===== config.mk =====
export PLATFORM = sky130hd
export DESIGN_NAME = sonic_obstacle_guard
export DESIGN_NICKNAME = d
export VERILOG_FILES = /design/src/rtl/sonic_obstacle_guard.sv
export SDC_FILE = /design/constraint.sdc
export NUM_CORES = 1
export LEC_CHECK = 0
export BUFFER_PORTS_ARGS = -buffer_cell sky130_fd_sc_hd__buf_2
export CORE_MARGIN = 5
export CORE_UTILIZATION = 51
export CTS_CLUSTER_DIAMETER = 150
export CTS_CLUSTER_SIZE = 24
export DETAILED_ROUTE_END_ITERATION = 12
export PLACE_DENSITY = 0.65
export SYNTH_ARGS = -nofsm -noshare
export SYNTH_HDL_FRONTEND = slang
export SYNTH_SLANG_ARGS = --single-unit

===== constraint.sdc =====
create_clock -name clk -period 8.72 [get_ports clk]
set_clock_uncertainty 0.1 [all_clocks]
set_input_delay 1.744 -clock clk [delete_from_list [all_inputs] [get_ports clk]]
set_output_delay 1.744 -clock clk [all_outputs]
set_load 0.05 [all_outputs]

===== src/rtl/sonic_obstacle_guard.sv =====
// sonic_obstacle_guard
//   Turns the 6-bit centimetre reading from the ultrasonic ranger into a
//   stop/go decision for the motor and steering controller. Readings are
//   taken at a fixed rate. Zero (no echo) readings are rejected. Accepted
//   readings are averaged over a sliding window. A hysteresis FSM with
//   N-sample confirmation then drives `stop`. A run of zero readings raises
//   `fault` and forces the car to halt.
module sonic_obstacle_guard #(
   parameter int SAMPLE_DIV  = 5_000_000, // clk cycles between samples, >= 2
   parameter int LOG2_DEPTH  = 2,         // window depth = 2**LOG2_DEPTH (1..3)
   parameter int NEAR_CM     = 15,        // avg below this is "near"
   parameter int FAR_CM      = 20,        // avg at or above this is "far"
   parameter int CONFIRM     = 3,         // qualifying averages to change state (1..15)
   parameter int INVALID_MAX = 4          // consecutive zero samples that raise fault (1..15)
) (
   input  logic       clk,
   input  logic       rst,
   input  logic [5:0] distance,
   output logic [5:0] avg_dist,
   output logic       valid,
   output logic       stop,
   output logic       fault
);

   localparam int                  DEPTH        = 1 << LOG2_DEPTH;
   localparam int                  DIV_W        = $clog2(SAMPLE_DIV);
   localparam logic [DIV_W-1:0]    DIV_LAST     = DIV_W'(SAMPLE_DIV - 1);
   localparam logic [DIV_W-1:0]    DIV_ONE      = DIV_W'(1);
   localparam logic [LOG2_DEPTH:0] FILL_FULL    = {1'b1, {LOG2_DEPTH{1'b0}}};
   localparam logic [LOG2_DEPTH:0] FILL_ONE     = {{LOG2_DEPTH{1'b0}}, 1'b1};
   localparam logic [LOG2_DEPTH-1:0] PTR_ONE    = {{(LOG2_DEPTH-1){1'b0}}, 1'b1};
   localparam logic [5:0]          NEAR_C       = 6'(NEAR_CM);
   localparam logic [5:0]          FAR_C        = 6'(FAR_CM);
   localparam logic [3:0]          CONFIRM_LAST = 4'(CONFIRM - 1);
   localparam logic [3:0]          INV_MAX_C    = 4'(INVALID_MAX);
   localparam logic [3:0]          INV_LAST     = 4'(INVALID_MAX - 1);

   typedef enum logic [0:0] {
      ST_CLEAR   = 1'b0,
      ST_BLOCKED = 1'b1
   } state_t;

   // Sample timing
   logic [DIV_W-1:0]      div_r;
   logic                  sample_en_s;

   // Sample classification
   logic                  sample_zero_s;
   logic                  accept_s;
   logic                  fault_entry_s;

   // Sliding window
   logic [5:0]            win_r [DEPTH];
   logic [LOG2_DEPTH-1:0] wr_ptr_r;
   logic [LOG2_DEPTH:0]   fill_r;
   logic [8:0]            sum_r;
   logic                  full_s;
   logic [8:0]            evict_s;
   logic [8:0]            sum_nx_s;

   // Sensor health
   logic [3:0]            zero_cnt_r;
   logic                  fault_r;

   // Averaging stage
   logic                  accept_r;
   logic [5:0]            avg_r;
   logic                  valid_r;
   logic                  avg_upd_r;

   // Decision FSM
   state_t                state_r;
   state_t                state_nx_s;
   logic [3:0]            cnt_r;
   logic [3:0]            cnt_nx_s;
   logic                  stop_r;

   // Free-running sample divider, terminal count produces the sample strobe.
   always_ff @(posedge clk) begin
      if (rst) begin
         div_r <= '0;
      end else if (div_r == DIV_LAST) begin
         div_r <= '0;
      end else begin
         div_r <= div_r + DIV_ONE;
      end
   end

   assign sample_en_s = (div_r == DIV_LAST);

   // Classify the reading captured at this strobe and prepare the running-sum update.
   always_comb begin
      sample_zero_s = 1'b0;
      accept_s      = 1'b0;
      fault_entry_s = 1'b0;
      full_s        = (fill_r == FILL_FULL);
      evict_s       = 9'd0;
      if (sample_en_s) begin
         sample_zero_s = (distance == 6'd0);
         accept_s      = (distance != 6'd0);
         // The run reaches its limit on this zero (or is already saturated there).
         fault_entry_s = (distance == 6'd0) && (zero_cnt_r >= INV_LAST);
      end else begin
         sample_zero_s = 1'b0;
         accept_s      = 1'b0;
         fault_entry_s = 1'b0;
      end
      // Until the window has filled, the slot being overwritten holds nothing
      // that is part of the sum (it may hold stale data after a flush).
      if (full_s) begin
         evict_s = {3'b000, win_r[wr_ptr_r]};
      end else begin
         evict_s = 9'd0;
      end
      // 63 * 8 = 504 fits in 9 bits, so this never wraps.
      sum_nx_s = sum_r - evict_s + {3'b000, distance};
   end

   // Zero-run counter: counts consecutive invalid readings, saturating at the limit.
   always_ff @(posedge clk) begin
      if (rst) begin
         zero_cnt_r <= 4'd0;
      end else if (sample_zero_s) begin
         if (zero_cnt_r != INV_MAX_C) begin
            zero_cnt_r <= zero_cnt_r + 4'd1;
         end
      end else if (accept_s) begin
         zero_cnt_r <= 4'd0;
      end
   end

   // Fault flag: raised when the zero run hits the limit, cleared by any valid reading.
   always_ff @(posedge clk) begin
      if (rst) begin
         fault_r <= 1'b0;
      end else if (fault_entry_s) begin
         fault_r <= 1'b1;
      end else if (accept_s) begin
         fault_r <= 1'b0;
      end
   end

   // Window storage, write pointer, fill count and running sum.
   always_ff @(posedge clk) begin
      if (rst) begin
         for (int i = 0; i < DEPTH; i++) begin
            win_r[i] <= 6'd0;
         end
         wr_ptr_r <= '0;
         fill_r   <= '0;
         sum_r    <= 9'd0;
      end else if (fault_entry_s) begin
         // Flush: buffer contents and pointer are left alone; the fill count
         // masks them out of the sum until they are overwritten.
         fill_r <= '0;
         sum_r  <= 9'd0;
      end else if (accept_s) begin
         win_r[wr_ptr_r] <= distance;
         wr_ptr_r        <= wr_ptr_r + PTR_ONE;
         sum_r           <= sum_nx_s;
         if (!full_s) begin
            fill_r <= fill_r + FILL_ONE;
         end
      end
   end

   // Remember that a reading was accepted so the average follows one cycle later.
   always_ff @(posedge clk) begin
      if (rst) begin
         accept_r <= 1'b0;
      end else begin
         accept_r <= accept_s;
      end
   end

   // Average stage: publish sum/DEPTH once the window is full; avg holds otherwise.
   always_ff @(posedge clk) begin
      if (rst) begin
         avg_r     <= 6'd0;
         valid_r   <= 1'b0;
         avg_upd_r <= 1'b0;
      end else if (fault_entry_s) begin
         valid_r   <= 1'b0;
         avg_upd_r <= 1'b0;
      end else if (accept_r) begin
         valid_r   <= full_s;
         avg_upd_r <= 1'b1;
         if (full_s) begin
            avg_r <= sum_r[LOG2_DEPTH +: 6];
         end
      end else begin
         avg_upd_r <= 1'b0;
      end
   end

   // Decision FSM next state: hysteresis with consecutive-average confirmation.
   always_comb begin
      state_nx_s = state_r;
      cnt_nx_s   = cnt_r;
      if (fault_entry_s) begin
         state_nx_s = ST_BLOCKED;
         cnt_nx_s   = 4'd0;
      end else if (avg_upd_r && valid_r) begin
         case (state_r)
            ST_CLEAR: begin
               if (avg_r < NEAR_C) begin
                  if (cnt_r == CONFIRM_LAST) begin
                     state_nx_s = ST_BLOCKED;
                     cnt_nx_s   = 4'd0;
                  end else begin
                     cnt_nx_s = cnt_r + 4'd1;
                  end
               end else begin
                  cnt_nx_s = 4'd0;
               end
            end
            ST_BLOCKED: begin
               if (avg_r >= FAR_C) begin
                  if (cnt_r == CONFIRM_LAST) begin
                     state_nx_s = ST_CLEAR;
                     cnt_nx_s   = 4'd0;
                  end else begin
                     cnt_nx_s = cnt_r + 4'd1;
                  end
               end else begin
                  cnt_nx_s = 4'd0;
               end
            end
            default: begin
               state_nx_s = ST_BLOCKED;
               cnt_nx_s   = 4'd0;
            end
         endcase
      end else begin
         state_nx_s = state_r;
         cnt_nx_s   = cnt_r;
      end
   end

   // Decision FSM state, confirmation counter and registered stop output.
   always_ff @(posedge clk) begin
      if (rst) begin
         state_r <= ST_BLOCKED;
         cnt_r   <= 4'd0;
         stop_r  <= 1'b1;
      end else begin
         state_r <= state_nx_s;
         cnt_r   <= cnt_nx_s;
         // valid only drops on fault entry, which also forces BLOCKED, and the
         // FSM can only leave BLOCKED on a valid average, so following the
         // state keeps stop high whenever valid=0 or fault=1.
         stop_r  <= (state_nx_s == ST_BLOCKED) || fault_entry_s;
      end
   end

   assign avg_dist = avg_r;
   assign valid    = valid_r;
   assign stop     = stop_r;
   assign fault    = fault_r;

endmodule


=== After elaboration in Yosys (flattened, before gate mapping) ===
Memory sizes are Yosys's and may differ from the RTL's. A register that Yosys moved wholly into a read port is not among the register bits.
Index checks and enable logic that the tools add are counted.

* Add/sub/neg operators: 7
* $mul: 0
* Div/mod/pow operators: 0
* Order comparisons: 3
* Eq/ne operators: 5
* Shift operators: 0
* Mux-type cells: 32
* Bitwise logic cells: 3
* Reduce and logical (&&, ||, !) cells: 14

{| class="wikitable"
|+ Operators with widths
! kind !! count
|-
| $mux W4 || 6
|-
| $add A23 B1 Y23 const B || 1
|-
| $eq A23 B23 Y1 const B || 1
|-
| $mux W1 || 19
|-
| $mux W6 || 2
|-
| $add A9 B6 Y9 || 1
|-
| $sub A9 B9 Y9 || 1
|-
| $add A4 B1 Y4 const B || 2
|-
| $pmux W4 S2 || 1
|-
| $ge A6 B5 Y1 const B || 1
|-
| $logic_not A6 Y1 || 1
|-
| $lt A6 B4 Y1 const B || 1
|-
| $mux W2 || 3
|-
| $reduce_and A2 Y1 || 3
|-
| $reduce_bool A6 Y1 || 1
|-
| $reduce_or A6 Y1 || 1
|-
| $eq A4 B2 Y1 const B || 1
|-
| $ge A4 B2 Y1 const B || 1
|-
| $ne A4 B3 Y1 const B || 1
|-
| $reduce_bool A2 Y1 || 2
|-
| $reduce_or A2 Y1 || 2
|-
| $add A3 B1 Y3 const B || 1
|-
| $eq A3 B3 Y1 const B || 1
|-
| $not A1 Y1 || 3
|-
| other kinds (6) || 7
|}

* Bits in registers: 57
* Bits in latches: 0
* Memory bits (writable): 24
* Memory bits (read-only): 0
* Input port bits: 8
* Output and inout bits: 9
* Word-level logic and storage cells: 78
* Memories kept: 1

{| class="wikitable"
|+ Memory list
! name !! words !! width !! rd ports !! clocked after memory_dff !! write ports !! line !! source
|-
| win_r || 4 || 6 || 1 || 1 || 4 || 53 || <nowiki>logic [5:0] win_r [DEPTH];</nowiki>
|}

=== Logic depth before layout (Yosys ltp) ===
Gate-level depths: netlist (run 1).

* Depth in word-level cells: 8
* Gate-level depth with buffers: 13

=== Worst setup path after synthesis (run 1) ===
Ideal clock, no wire load.

* Kind: input to register
* Start point: input distance[1]
* End point: register sum_r[6]
* Setup time: 0.070 ns
* Arrival time: 3.825 ns
* Required time: 8.550 ns
* Setup slack: 4.725 ns
* Stages on the path: 9
* Cells stage by stage: inv_1 > fa_1 > inv_1 > fa_1 > a21oi_1 > o21ai_0 > or4_1 > a31o_2 > a21oi_1

* Longest elaborated chain between the ends: 4
* Elaborated cells on any way between the ends: 7
* Those cells by class: 1 x add/sub; 2 x mux; 4 x reduce/logical

{| class="wikitable"
|+ RTL lines
! item !! line !! source
|-
| from (decl) || 18 || <nowiki>input logic [5:0] distance,</nowiki>
|-
| branches (longest 4 deep; another with $add A9 B6 Y9) || - ||
|-
| to (signal assigned) || 160 || <nowiki>sum_r <= sum_nx_s;</nowiki>
|-
| to (decl) || 56 || <nowiki>logic [8:0] sum_r;</nowiki>
|}

Parallel ways; which one is timed is not known.
A chain may end at the register's enable or synchronous reset.

==> results of run 1 <==
-- state kept, by name, summed over array words and instances (netlist names), named ones only --
register,count
valid,1
wr_ptr_r,2
div_r,23
state_r,1
cnt_r,4
avg_upd_r,1
fault,1
zero_cnt_r,4
fill_r,3
win_r,24
sum_r,8
accept_r,1
avg_dist,6
-- logic make-up (layout without fill, tap and decap cells) --
group,count (synthesis),after routing,synth area share
flops,81,81,0.4487
compound gates,54,54,0.07811
mux,9,9,0.03981
fa+ha+maj,21,21,0.07419
simple gates,190,190,0.2482
xor+xnor,26,26,0.05489
buf+inv,55,71,0.05609
-- worst min-delay path: stages (launching register included) --
cell     delay [ns]
dfxtp_1        0.31
nand2_1        0.05
a21oi_1        0.05
-- cell type report --
type,count,area (µm²),share of cell area
Tap cell,102,127.6,0.02849
Timing Repair Buffer,17,87.58,0.01955
Clock inverter,4,70.07,0.01564
Multi-Input combinational cell,300,2054,0.4587
Sequential cell,81,1862,0.4156
Inverter,39,146.4,0.03268
Clock buffer,11,131.4,0.02933
-- per-layer routing --
metal	track usage	vias up
met5	0	-
met4	0.1047	0
met3	0.03961	21
met2	0.2864	46
met1	0.2334	1427
li1	-	1553
-- cells in the mapped netlist, types with 3 or more instances --
master	n	area [µm²]
nand2_1	26	97.59
buf_2	3	15.01
ha_1	15	187.7
edfxtp_1	24	720.7
and3_1	3	18.77
and4_1	4	35.03
nor2b_1	10	62.56
a21oi_1	25	125.1
clkbuf_1	8	30.03
nor2_1	38	142.6
or3_1	6	37.54
or4_1	3	22.52
nand3_1	27	135.1
or2_2	5	31.28
inv_1	39	146.4
o21ai_0	14	70.07
and2_1	11	68.82
dfxtp_1	57	1141
mux4_2	6	135.1
nor3_1	14	70.07
mux2i_1	3	30.03
xnor2_1	15	131.4
and2_2	8	60.06
xor2_1	11	96.34
nor4_1	9	56.30
fa_1	6	120.1
nand4_1	12	75.07
-- report_power, final --
| group | leakage, nW | internal (mW) | switching [mW] | total (mW) |
|---|---|---|---|---|
| combinational | 0.814 | 0.0127 | 0.0217 | 0.0344 |
| clock | 0.103 | 0.159 | 0.131 | 0.290 |
| sequential | 0.706 | 0.391 | 0.00274 | 0.394 |
-- how the worst min path moves through the flow --
| stage | end | start | depth (start not counted) | slack (ns) |
|---|---|---|---|---|
| finish | sum_r[0] | sum_r[0] | 2 | 0.36 |
| global route | sum_r[0] | sum_r[0] | 2 | 0.40 |
| CTS | sum_r[1] | sum_r[1] | 2 | 0.36 |
| detailed placement | sum_r[1] | sum_r[1] | 2 | 0.35 |
| global placement | sum_r[7] | sum_r[7] | 2 | 0.36 |
| floorplan | sum_r[0] | sum_r[0] | 2 | 0.34 |
-- per-stage QoR --
step / hold slack (ns) / power (mW)
after floorplan: 0.3363 / 0.4278
after global placement: 0.3649 / 0.4370
after detailed placement: 0.3507 / 0.4376
after CTS: 0.3614 / 0.7277
after global routing: 0.3962 / 0.7517
final: 0.3594 / 0.7189
==> impl_metrics.env, run 1 <==
export IMPL_num_vias=3047
export IMPL_htreeDepth=3
export IMPL_netlist_instances=436
export IMPL_ys_types=55
export IMPL_cts_hold_buf=0
export IMPL_cts_root_buf="clkbuf_8"
export IMPL_dieWidth_um=100.2
export IMPL_hold_viol=0
export IMPL_post_route_cells_drive_above_1_share=0.1195
export IMPL_port_buffers=16
export IMPL_period_share=0.4767
export IMPL_crit_cells=6
export IMPL_path_clk_slew_ns=0.08
export IMPL_setup_violations=0
export IMPL_cp_end_kind="flip-flop"
export IMPL_post_route_util=0.5737
export IMPL_ant_nets=0
export IMPL_start_kind="input port"
export IMPL_drc=0
export IMPL_max_slew_margin=0.2843
export IMPL_met1_length_um=3890
export IMPL_critPathTopFamily="simple AND/OR/NAND/NOR gates"
export IMPL_period_needed_ns=4.157
export IMPL_worstMarginPinSlew_ns=1.062
export IMPL_syn_num_nets=465
export IMPL_top_layer="met4"
export IMPL_mostFrequentLayoutCell="dfxtp_1"
export IMPL_post_drt_via_cell_ratio=5.500
export IMPL_cp_required_ns=8.72
export IMPL_io_pins=17
export IMPL_rsz0062_at_grt="no"
export IMPL_die_y_um=100.2
export IMPL_slew_violations=0
export IMPL_async_reset_ff_frac=0
export IMPL_layout_common_cells="57 x dfxtp_1, 39 x inv_1, 38 x nor2_1"
export IMPL_post_drt_wl_per_cell_um=14.74
export IMPL_cp_endpoint="win_r[0][1]"
export IMPL_dp_hpwl_um=5932
export IMPL_synthToLayoutAreaGrowth_pct=7.962
export IMPL_ff2ff_path_depth=10
export IMPL_insertion_delay_ns=0.36
export IMPL_dr_wl_met2_um=3740
export IMPL_drt_pass1_iter_count=4
export IMPL_clockBufferDepth=2
export IMPL_grt_pass1_wl_um=14460
export IMPL_place_area_um2=4278
export IMPL_criticalPathCategory="input port to flip-flop"
export IMPL_gp_congestion=0.8531
export IMPL_crit_path_max_incr_delay_ns=0.61
export IMPL_cts_tree="done"
export IMPL_synth_flop_cell="dfxtp_1"
export IMPL_run_status="finished, final reports clean"
export IMPL_nets=477
export IMPL_grt_pass1_vias=3154
export IMPL_synth_edff_count=24
export IMPL_cp_arrival_ns=4.16
export IMPL_yosysWarnings=0
export IMPL_syn_avg_cell_area_um2=9.516
export IMPL_fin_area_um2=4479
export IMPL_cpMaxStageDelayCell="nand3_1"
export IMPL_post_cts_setup_buffers=0
export IMPL_numCtsBuffers=9
export IMPL_grtUsageTotal=0.1829
export IMPL_synth_seq_cells=81
export IMPL_gr_total_overflow=0
export IMPL_cp_startpoint="distance[3]"
export IMPL_irDropWorstVdd_mv=0.08456
export IMPL_yosysSeqAreaShare=0.4487
export IMPL_wirelength_um=8164
export IMPL_power_density_nw_per_um2=160.5
export IMPL_synth_cell_area_um2=4149
export IMPL_antenna_found_initial=0
export IMPL_drt_iter0_markers=123
export IMPL_cp_cell_sequence="buf_2 > or4_1 > or3_1 > nand3_1 > nor4_1 > or2_2"
export IMPL_timing_rr_end="sum_r[6]"
export IMPL_place_ws_ns=4.216
export IMPL_stdcell_count=554
export IMPL_dieArea_um2=10040
export IMPL_critical_path_max_fanout=21
export IMPL_timing_setup_tns_ns=0
export IMPL_met3_length_um=262
export IMPL_fill_cells=759
export IMPL_fin_ws_ns=4.563
export IMPL_dp_cells=539
export IMPL_cts_resized_gates=0
export IMPL_diodes=0
export IMPL_critPathBufInv=1
export IMPL_hold_class="flip-flop to flip-flop"
export IMPL_core_area_um2=7807
export IMPL_fmax_ghz=0.2406
export IMPL_cts_sinks=81
export IMPL_rows=32
export IMPL_maxCapViolations=0
export IMPL_grt_max_degree=28
export IMPL_rrSetupSlack_ns=5.11
export IMPL_initial_core_util=0.5314
export IMPL_cellLeakagePower_nw=1.623
Power figures use the tool's default switching activity.
==> run 2, diff against run 1 <==
PLACE_DENSITY = 0.67   (was 0.65)
clock period = 3.45 ns   (was 8.72 ns; I/O delays follow)
==> run 2 against run 1 <==
Cell count increased by 1.1%. Sequential share of layout area down 0.40 points. Worst hold slack gained 0.0028 ns. Global-route usage down 0.28 points. Utilization rose by 0.59 points. Largest cell class unchanged.
==> impl_metrics.env, run 2 (synthesis results as in run 1) <==
export IMPL_timing_setup_tns_ns=0
export IMPL_pwr_share_comb=0.050
export IMPL_criticalPathCategory="flip-flop to flip-flop"
export IMPL_post_drt_wl_per_cell_um=14.55
export IMPL_top_regs="win_r (24), div_r (23), sum_r (8)"
export IMPL_p_seq_frac=0.550
export IMPL_dp_cells=544
export IMPL_insertion_delay_ns=0.34
export IMPL_irDropWorstVdd_mv=0.1795
export IMPL_clockBufferDepth=2
export IMPL_drc=0
export IMPL_grt_max_degree=28
export IMPL_cts_root_buf="clkbuf_8"
export IMPL_port_buffers=16
export IMPL_largest_register_ffs=24
export IMPL_post_drt_via_cell_ratio=5.432
export IMPL_wirelength_um=8146
export IMPL_rrSetupSlack_ns=0.18
export IMPL_ff2ff_path_depth=10
export IMPL_run_status="finished, final reports clean"
export IMPL_core_area_um2=7807
export IMPL_cp_end_kind="flip-flop"
export IMPL_post_cts_setup_buffers=0
export IMPL_setup_violations=0
export IMPL_htreeDepth=3
export IMPL_worstMarginPinSlew_ns=0.9151
export IMPL_io_pins=17
export IMPL_post_route_cells_drive_above_1_share=0.1376
export IMPL_cp_endpoint="sum_r[6]"
export IMPL_gp_congestion=0.8401
export IMPL_cts_tree="done"
export IMPL_critical_path_max_fanout=4
export IMPL_period_needed_ns=3.270
export IMPL_hold_viol=0
export IMPL_ant_nets=0
export IMPL_cellLeakagePower_nw=1.654
export IMPL_register_area_um2=1863
export IMPL_drt_pass1_iter_count=4
export IMPL_dieWidth_um=100.2
export IMPL_cp_required_ns=3.63
export IMPL_path_clk_slew_ns=0.09
export IMPL_num_vias=3042
export IMPL_fill_cells=713
export IMPL_grtUsageTotal=0.1801
export IMPL_multi_input_area_um2=2058
export IMPL_grt_pass1_wl_um=14370
export IMPL_initial_core_util=0.5314
export IMPL_mostFrequentLayoutCell="dfxtp_1"
export IMPL_hold_class="flip-flop to flip-flop"
export IMPL_rows=32
export IMPL_die_y_um=100.2
export IMPL_dp_hpwl_um=6021
export IMPL_cp_arrival_ns=3.45
export IMPL_cts_hold_buf=0
export IMPL_power_density_nw_per_um2=400.0
export IMPL_grt_pass1_vias=3102
export IMPL_period_share=0.9478
export IMPL_power_share_clock=0.400
export IMPL_cts_sinks=81
export IMPL_netSwitchingFraction=0.2240
export IMPL_timing_rr_end="sum_r[6]"
export IMPL_maxCapViolations=0
export IMPL_internal_power_mw=1.405
export IMPL_diodes=0
export IMPL_start_kind="flip-flop"
export IMPL_rsz0062_at_grt="no"
export IMPL_fmax_ghz=0.3058
export IMPL_antenna_found_initial=0
export IMPL_numCtsBuffers=9
export IMPL_top_register="win_r"
export IMPL_drt_iter0_markers=150
export IMPL_min_path_cells=2
export IMPL_layout_common_cells="56 x dfxtp_1, 39 x inv_1, 38 x nor2_1"
export IMPL_power_net_switching_mw=0.4055
export IMPL_slew_violations=0
export IMPL_max_slew_margin=0.3835
export IMPL_gr_total_overflow=0
export IMPL_dieArea_um2=10040
export IMPL_nets=482
export IMPL_synthToLayoutAreaGrowth_pct=9.077
export IMPL_stdcell_count=560
## run 2: worst min path at each step
stage | start | to | slack, ns
floorplan | sum_r[0] | sum_r[0] | 0.34
global placement | sum_r[0] | sum_r[0] | 0.35
detailed placement | sum_r[0] | sum_r[0] | 0.36
CTS | sum_r[0] | sum_r[0] | 0.37
global route | sum_r[1] | sum_r[1] | 0.39
finish | sum_r[0] | sum_r[0] | 0.36
## run 2: cell type report
cell class              instances  area share
clock inverters                 4     0.01051
multi-input cells             300      0.4548
flip-flops and latches         81      0.4117
clock buffers                  12     0.03484
well taps                     102     0.02820
inverters                      39     0.03235
repair buffers                 22     0.02765
## run 2: per-stage QoR
stage                     power [mW]  hold slack [ns]  setup WS (ns)  area, µm²    util
after floorplan                1.081           0.3363         0.1521       4150       -
after global placement         1.106           0.3494         0.1159       4315  0.5527
after detailed placement       1.107           0.3569        0.07284       4315  0.5527
after CTS                      1.837           0.3691        0.03043       4521  0.5790
after global routing           1.897           0.3883        0.04341       4526  0.5796
final                          1.810           0.3622         0.1802       4526  0.5796
## run 2: repair_timing
item,4_1_cts,5_1_grt
resized for setup,0,3
endpoints found under the hold margin,0,0
setup endpoints to repair,0,1
## run 2: worst max-delay path, stage by stage (launching register included)
cell     delay [ns]
dfxtp_2        0.40
mux4_2         0.50
nor2b_1        0.15
fa_1           0.48
inv_1          0.07
fa_1           0.47
a21oi_2        0.18
o21ai_1        0.12
or4_1          0.40
a31o_2         0.21
a21oi_1        0.13
## run 2: layer usage
metal  track usage  part of all wire  vias up  wire, µm
met5             0                 0        -         0
li1              -                 -     1557         -
met1        0.2284              0.46     1444      3746
met3       0.03544             0.023        9       185
met4       0.06528             0.013        0       107
met2        0.3048              0.50       32      4106
## run 2: power groups by stage
stage	clock (mW)	combinational (mW)	sequential [mW]
after detailed placement	0	0.0884	1.02
after global routing	0.796	0.102	0.999
after global placement	0	0.0872	1.02
after CTS	0.751	0.0889	0.997
final	0.724	0.0897	0.996
after floorplan	0	0.0656	1.02
==> run 3, diff against run 2 <==
CORE_UTILIZATION = 56   (was 51)
PLACE_DENSITY = 0.73   (was 0.67)
==> run 3 against run 2 <==
Via count grew 1.2%. First-iteration DRC count grew 0.67%. Register-to-register slack gained 0.02 ns. Critical endpoint unchanged. Power is essentially flat. Clock power is essentially flat. Die area shrank 8.1%. Cell area is essentially flat. Count of clock-buffer cells in the layout is the same. Critical path depth is the same. Sequential power is essentially flat. Highest routed layer unchanged. Worst setup slack gained 0.022 ns.
==> impl_metrics.env, run 3 (synthesis results as in run 1) <==
export IMPL_pwr_share_comb=0.048
export IMPL_post_drt_wl_per_cell_um=14.24
export IMPL_antenna_found_initial=0
export IMPL_top_regs="win_r (24), div_r (23), sum_r (8)"
export IMPL_ff2ff_path_depth=10
export IMPL_worstMarginPinSlew_ns=0.9097
export IMPL_start_kind="flip-flop"
export IMPL_dieWidth_um=96.08
export IMPL_gp_congestion=0.8576
export IMPL_num_vias=3080
export IMPL_insertion_delay_ns=0.35
export IMPL_power_share_clock=0.401
export IMPL_path_clk_slew_ns=0.08
export IMPL_grt_max_degree=28
export IMPL_dp_hpwl_um=5798
export IMPL_fin_ws_ns=0.2021
export IMPL_die_y_um=96.08
export IMPL_fmax_ghz=0.3079
export IMPL_maxCapViolations=0
export IMPL_synthToLayoutAreaGrowth_pct=8.987
export IMPL_dieArea_um2=9230
export IMPL_irDropWorstVdd_mv=0.2592
export IMPL_rows=31
export IMPL_max_slew_margin=0.3879
export IMPL_numCtsBuffers=9
export IMPL_timing_setup_tns_ns=0
export IMPL_multi_input_area_um2=2054
export IMPL_layout_common_cells="56 x dfxtp_1, 39 x inv_1, 38 x nor2_1"
export IMPL_cts_sinks=81
export IMPL_place_ws_ns=0.07658
export IMPL_nets=481
export IMPL_mostFrequentLayoutCell="dfxtp_1"
export IMPL_ant_nets=0
export IMPL_rrSetupSlack_ns=0.20
export IMPL_netSwitchingFraction=0.2182
export IMPL_power_density_nw_per_um2=400.1
export IMPL_diodes=0
export IMPL_cp_required_ns=3.63
export IMPL_clockBufferDepth=2
export IMPL_post_route_cells_drive_above_1_share=0.1357
export IMPL_hold_class="flip-flop to flip-flop"
export IMPL_grt_pass1_vias=3009
export IMPL_grt_pass1_wl_um=13790
export IMPL_core_area_um2=7214
export IMPL_register_area_um2=1866
export IMPL_cp_end_kind="flip-flop"
export IMPL_period_needed_ns=3.248
export IMPL_place_area_um2=4304
export IMPL_initial_core_util=0.5751
export IMPL_wirelength_um=7920
export IMPL_cellLeakagePower_nw=1.648
export IMPL_critical_path_max_fanout=4
export IMPL_period_share=0.9414
export IMPL_hold_viol=0
export IMPL_drt_pass1_iter_count=4
export IMPL_run_status="finished, final reports clean"
export IMPL_drc=0
export IMPL_p_seq_frac=0.550
export IMPL_setup_violations=0
export IMPL_cts_root_buf="clkbuf_8"
export IMPL_timing_hold_ws_ns=0.3606
export IMPL_largest_register_ffs=24
export IMPL_drt_iter0_markers=151
export IMPL_slew_violations=0
export IMPL_criticalPathCategory="flip-flop to flip-flop"
export IMPL_grtUsageTotal=0.1941
export IMPL_gr_total_overflow=0
export IMPL_fin_area_um2=4522
export IMPL_io_pins=17
export IMPL_top_register="win_r"
export IMPL_cp_endpoint="sum_r[6]"
export IMPL_port_buffers=16
export IMPL_internal_power_mw=1.415
export IMPL_post_cts_setup_buffers=0
export IMPL_cp_arrival_ns=3.43
export IMPL_min_path_cells=2
export IMPL_timing_rr_end="sum_r[6]"
export IMPL_finalPower_mw=1.809
export IMPL_htreeDepth=3
export IMPL_post_drt_via_cell_ratio=5.540
export IMPL_cts_resized_gates=0
export IMPL_cts_tree="done"
export IMPL_fill_cells=628
export IMPL_rsz0062_at_grt="no"
export IMPL_power_net_switching_mw=0.3948
export IMPL_cts_hold_buf=0
-- run 3: power groups by stage --
| stage | logic, mW | registers [mW] | clock network, mW |
|---|---|---|---|
| floorplan | 0.0656 | 1.02 | 0 |
| global route | 0.101 | 0.998 | 0.798 |
| detailed placement | 0.0874 | 1.02 | 0 |
| global placement | 0.0857 | 1.02 | 0 |
| finish | 0.0876 | 0.996 | 0.726 |
| CTS | 0.0882 | 0.997 | 0.749 |
-- run 3: layer usage --
metal  wire length (µm)  GRT usage  vias up
li1                   -          -     1552
met1               3532     0.2422     1466
met2               3956     0.3249       45
met3                281    0.04613       17
met4                150    0.07346        0
met5                  0          0        -
-- run 3: worst min-delay path by stage --
stage | from | end
2_1_floorplan | sum_r[0] | sum_r[0]
3_3_place_gp | sum_r[0] | sum_r[0]
3_5_place_dp | sum_r[1] | sum_r[1]
4_1_cts | sum_r[1] | sum_r[1]
5_1_grt | sum_r[1] | sum_r[1]
6_report | sum_r[1] | sum_r[1]
-- run 3: layout make-up --
class,count,share of cell area
clock inverters,4,0.01079
multi-input cells,300,0.4543
well taps,99,0.02739
repair buffers,21,0.02601
clock buffers,12,0.03652
flip-flops and latches,81,0.4126
inverters,39,0.03237
-- run 3: stage by stage --
step	utilization	std cells
global placement	0.5966	540
floorplan	-	436
detailed placement	0.5966	540
finish	0.6268	556
CTS	0.6263	556
global route	0.6268	556
-- run 3: worst max-delay path, stage by stage, from the launching register on --
cell     delay [ns]
dfxtp_4        0.39
mux4_2         0.49
nor2b_1        0.15
fa_1           0.48
inv_1          0.06
fa_1           0.45
a21oi_1        0.20
o21ai_1        0.12
or4_1          0.40
a31o_2         0.21
a21oi_1        0.12
